[config.mk]
export PLATFORM = sky130hd
export DESIGN_NAME = adder_6bit
export DESIGN_NICKNAME = d
export VERILOG_FILES = /design/src/rtl/adder_6bit_pkg.sv /design/src/rtl/full_adder.sv /design/src/rtl/adder_6bit.sv
export SDC_FILE = /design/constraint.sdc
export NUM_CORES = 1
export LEC_CHECK = 0
export CELL_PAD_IN_SITES_DETAIL_PLACEMENT = 0
export CELL_PAD_IN_SITES_GLOBAL_PLACEMENT = 2
export CORE_MARGIN = 3
export CORE_UTILIZATION = 16
export DETAILED_ROUTE_END_ITERATION = 7
export PLACE_DENSITY_LB_ADDON = 0.1
export SKIP_LAST_GASP = 1
export SYNTH_ARGS = -nofsm -noshare
export SYNTH_HDL_FRONTEND = slang
export SYNTH_SLANG_ARGS = --single-unit
[constraint.sdc]
create_clock -name clk -period 3.05 [get_ports clk]
set_clock_uncertainty 0.05 [all_clocks]
set_input_delay 0.4575 -clock clk [delete_from_list [all_inputs] [get_ports clk]]
set_output_delay 0.4575 -clock clk [all_outputs]
set_load 0.005 [all_outputs]
[src/rtl/adder_6bit_pkg.sv]
// rtl/adder_6bit_pkg.sv - shared widths and types for the 6-bit adder
package adder_6bit_pkg;

  localparam int OPERAND_W = 6;
  localparam int SUM_W     = OPERAND_W + 1;

  typedef logic [OPERAND_W-1:0] operand_t;
  typedef logic [SUM_W-1:0]     sum_t;

endpackage

[src/rtl/full_adder.sv]
// rtl/full_adder.sv - single-bit full-adder cell used by the ripple-carry core
module full_adder (
  input  logic a,
  input  logic b,
  input  logic cin,
  output logic sum,
  output logic cout
);

  assign sum  = a ^ b ^ cin;
  assign cout = (a & b) | (a & cin) | (b & cin);

endmodule

[src/rtl/adder_6bit.sv]
// rtl/adder_6bit.sv - unsigned 6-bit adder, 7-bit combinational and registered sum; ADDER_6BIT_CLA_EN selects carry-lookahead
module adder_6bit
  import adder_6bit_pkg::*;
(
  input  logic                 clk,
  input  logic                 rst_n,
  input  logic [OPERAND_W-1:0] x,
  input  logic [OPERAND_W-1:0] y,
  output logic [SUM_W-1:0]     s,
  output logic [SUM_W-1:0]     s_q
);

  logic [OPERAND_W:0] c;

`ifdef ADDER_6BIT_CLA_EN
  logic [OPERAND_W-1:0] g;
  logic [OPERAND_W-1:0] p;

  assign g = x & y;
  assign p = x ^ y;

  // Each carry is a flat OR of generate terms propagated through the bits above them.
  always_comb begin : cla_carry
    logic term;
    term = 1'b0;
    c    = '0;
    for (int i = 0; i < OPERAND_W; i++) begin
      for (int j = 0; j <= i; j++) begin
        term = g[j];
        for (int k = j + 1; k <= i; k++) begin
          term = term & p[k];
        end
        c[i+1] = c[i+1] | term;
      end
    end
  end

  for (genvar i = 0; i < OPERAND_W; i++) begin : g_cla_sum
    assign s[i] = p[i] ^ c[i];
  end
`else
  assign c[0] = 1'b0;

  for (genvar i = 0; i < OPERAND_W; i++) begin : g_ripple
    full_adder u_fa (
      .a    (x[i]),
      .b    (y[i]),
      .cin  (c[i]),
      .sum  (s[i]),
      .cout (c[i+1])
    );
  end
`endif

  assign s[SUM_W-1] = c[OPERAND_W];

  always_ff @(posedge clk or negedge rst_n) begin
    if (!rst_n) begin
      s_q <= '0;
    end else begin
      s_q <= s;
    end
  end

endmodule

* Yosys cells after proc, flatten, opt, wreduce, memory -nomap -nowiden
Cells that the tools add are included.
** Cells by class
- Multipliers :: 0
- Shifts and indexed selects :: 0
- Equality and inequality tests :: 0
- Add/subtract/negate cells :: 0
- Reduce and logical (&&, ||, !) cells :: 0
- Divide/modulo/power cells :: 0
- Bitwise operators :: 37
- Mux-type cells :: 0
- Magnitude comparators :: 0
** Operator list (number)
- $and A1 B1 Y1 :: 16
- $xor A1 B1 Y1 :: 11
- $or A1 B1 Y1 :: 10
** Storage, ports and cells
- Memories :: 0
- Output and inout port bits :: 14
- Logic and storage cells :: 38
- ROM bits :: 0
- Latch bits :: 0
- Input bits :: 14
- Register bits after elaboration :: 7
- RAM bits :: 0

* Longest topological paths before layout
- Depth in word-level cells :: 16
- Gate-level depth with buffers :: 9

* Cells and area by module
A second synthesis with hierarchy kept.
** Second synthesis, totals
- Cells, all modules :: 15
- Area total of the unflattened synthesis :: 306.5 µm²
** Modules (own cells, without submodules)
- adder_6bit :: times used 1, cells an instance 9, area an instance 186.4 µm²
- full_adder :: times used 6, cells an instance 1, area an instance 20.0 µm²

* Least setup slack after synthesis
Ideal clock, no wire load.
- Path type :: in2out
- Start point :: input port y[0]
- End point :: output port s[5]
- Arrival :: 2.756 ns
- Data required time :: 2.542 ns
- Path slack :: -0.213 ns
- Stages :: 9
- Path through :: ha_1 -> fa_1 -> fa_1 -> fa_1 -> fa_1 -> inv_1 -> fa_1 -> inv_1 -> buf_4
** On the way
- Longest elaborated chain between the ends :: 14
- Elaborated cells between the ends (all ways) :: 18
** Ends and longest elaborated chain
- from (decl) :: RTL line adder_6bit.sv:8 : input logic [OPERAND_W-1:0] y,
- $and A1 B1 Y1 * :: RTL line full_adder.sv:11 : assign cout = (a & b) | (a & cin) | (b & cin);
- $and A1 B1 Y1 :: RTL line full_adder.sv:11
- $or A1 B1 Y1 :: RTL line full_adder.sv:11
- $or A1 B1 Y1 * :: RTL line full_adder.sv:11
- $and A1 B1 Y1 :: RTL line full_adder.sv:11
- $or A1 B1 Y1 :: RTL line full_adder.sv:11
- $or A1 B1 Y1 * :: RTL line full_adder.sv:11
- $and A1 B1 Y1 :: RTL line full_adder.sv:11
- $or A1 B1 Y1 :: RTL line full_adder.sv:11
- $or A1 B1 Y1 * :: RTL line full_adder.sv:11
- $and A1 B1 Y1 :: RTL line full_adder.sv:11
- $or A1 B1 Y1 :: RTL line full_adder.sv:11
- $or A1 B1 Y1 * :: RTL line full_adder.sv:11
- $xor A1 B1 Y1 * :: RTL line full_adder.sv:10 : assign sum = a ^ b ^ cin;
- to (decl) :: RTL line adder_6bit.sv:9 : output logic [SUM_W-1:0] s,
Every way passes the cells marked *; elsewhere a longest branch is shown, timed or not.

* Worst setup path in the final report
Ends and elaborated chain as after synthesis.

==> flow_summary.ini <==
[sta]
rsz0062_at_grt = true
max_slew_margin_pct = 78.5
setup-violations-final = 2
hold_violations = 0
slew_violations = 0
fin_crit_ns = 3.28
max_freq_ghz = 0.304
worst_slack_ns = -0.235
fin_crit_sh_pct = 108
tightest_slew_ns = 0.322

[final_layout]
largest_register_ffs = 7
area_growth_syn_to_layout_pct = 98.3
drive_gt1_share_pct = 42.1
fin_cells = 84
final_cell_mix = clkdlybuf4s50_1, buf_4, dfrtp_1, fa_2
n_antenna_cell = 0
final_cell_area_sq_um = 712
regMostFlops = s_q
layout_commonest_cell = clkdlybuf4s50_1
reg_top3 = s_q x7
finalNetCount = 78

[power_and_ir_drop]
p_sw_w = 0.0000796
clkPwrFrac_pct = 25.5
powerDensity_mw_per_mm2 = 469
leakagePower_nw = 0.314
ir_drop_v = 0.000145
pwr-share-seq_pct = 33.2
switching_share_pct = 23.8
share_comb_of_total_power_pct = 41.4
power.internal_w = 0.000254

[synth]
netlist_instances = 25
syn_area_per_cell_sq_um = 14.4
synth_top_area_share_pct = 48.8
netlist_top_cells_area = dfrtp_1, fa_1, buf_4
ys_types = 5
synth_fp_nets = 45
ys_ff_latch = 7
yosysWarnings = 0
seq_area_frac_synth_pct = 48.8
syn_area_sq_um = 359
yosysTopAreaCell = dfrtp_1

[clock_tree]
root_buffer = clkbuf_4
clockBufferDepth = 2
cts.clk_slew.worst_paths_ns = 0.06
clock-sinks = 7
htree_levels = 1
cts_buffers = 3
cts_tree = yes

[outcome]
failed_checks = setup timing
outcome = finished with violations

[setup_path]
crit_arrival_ns = 2.78
crit_chain = buf_6 > ha_4 > fa_2 > fa_2 > fa_2 > fa_2 > inv_2 > fa_1 > inv_2 > buf_6
crit_type = in -> out
crit_path_end_kind = output pin
crit_required_ns = 2.54
cp_max_fo = 2
cp-start-kind = input port
slowest_stage = fa_1
slowest_delay_ns = 0.41
cp_common_cell = fa_2

[place]
pre_cts_ws_ns = -1.02
place_area_sq_um = 618
routabilityCongestion = 0.584
place_inst = 72
port_buffers = 27

[floorplan]
pin_count = 28
rows = 16
initial_core_util_pct = 17.6
die_h_um = 53.4
design.core.area_sq_mm = 0.00204
die-area_sq_mm = 0.00285
die_w_um = 53.4

[detailed_routing]
drtAntennaViolNets = 0
via_per_inst = 3.32
routed-wl-met2_um = 558
drt_first_pass_iters = 3
top_layer = met3
drt-initial-drc-count = 3
wl_met1_um = 220
route.met3.wl_um = 69
dr_total_vias = 279
drt-total-wl_um = 848
drc = 0
wl_per_cell_um = 10.1

[global_routing]
grt_pass1_wl_um = 1370
grt_util_all_layers_pct = 7.20
antenna_found_initial = 0
grt.overflow.total = 0
grt_pass1_vias = 326
grt_max_degree = 8

[worst_hold_path]
hp-class = in -> reg

[flow_run]
maxCapViolations = 0
## final cells by class
type,instances,area [sq um]
well taps,27,33.8
multi-input cells,6,135
clock buffers,4,26.3
flip-flops and latches,7,175
fillers,230,1330
repair buffers,35,323
inverters,5,18.8
## cells by family (layout without fill, tap and decap cells)
group | Yosys count | in the layout | share of synthesized area (%)
adders and majority gates | 6 | 6 | 31.4
buffers and inverters | 12 | 44 | 19.9
DFF | 7 | 7 | 48.8
## worst max-delay path: cells and delay by family
family,cells,cell delay (ns)
fa+ha+maj,6,1.99
buf+inv,4,0.33
## layer usage
metal  GRT usage (%)  up-vias
li1                -      130
met1            5.96      135
met2            13.7       14
met3            1.69        0
met4            6.38        0
met5               0        -
## cells in the mapped netlist
cell / n
dfrtp_1: 7
buf_4: 7
inv_1: 5
ha_1: 1
fa_1: 5
## worst paths after layout
| kind | end | cells past startpoint | from | slack (ns) |
|---|---|---|---|---|
| hold / removal | s_q[0] | 2 | x[0] | 0.38 |
| setup / recovery | s[5] | 10 | y[0] | -0.23 |
| max in group asynchronous | s_q[6] | 1 | rst_n | 2.29 |
| min in group asynchronous | s_q[0] | 1 | rst_n | 0.42 |
## power groups by stage
stage | logic (W) | registers, W | clock network [W]
floorplan | 0.0000412 | 0.000115 | 0
global placement | 0.000108 | 0.000112 | 0
detailed placement | 0.000110 | 0.000113 | 0
CTS | 0.000136 | 0.000111 | 0.0000897
global route | 0.000153 | 0.000112 | 0.0000942
finish | 0.000138 | 0.000111 | 0.0000850
## through the flow
step / utilization, % / total power [W] / setup TNS [ns] / hold WS, ns
floorplan: - / 0.000156 / -0.0931 / 0.112
global placement: 30.3 / 0.000220 / -2.63 / 0.698
detailed placement: 30.3 / 0.000223 / -2.75 / 0.701
CTS: 34.6 / 0.000336 / -0.633 / 0.368
global route: 34.9 / 0.000360 / -0.697 / 0.365
finish: 34.9 / 0.000334 / -0.428 / 0.376
## repair_timing
action,in CTS,in global routing
pin swaps,6,6
setup endpoints to repair,4,4
hold buffers,0,0
gates resized for setup,27,3
buffers inserted,9,0
Power figures use the tool's default switching activity.
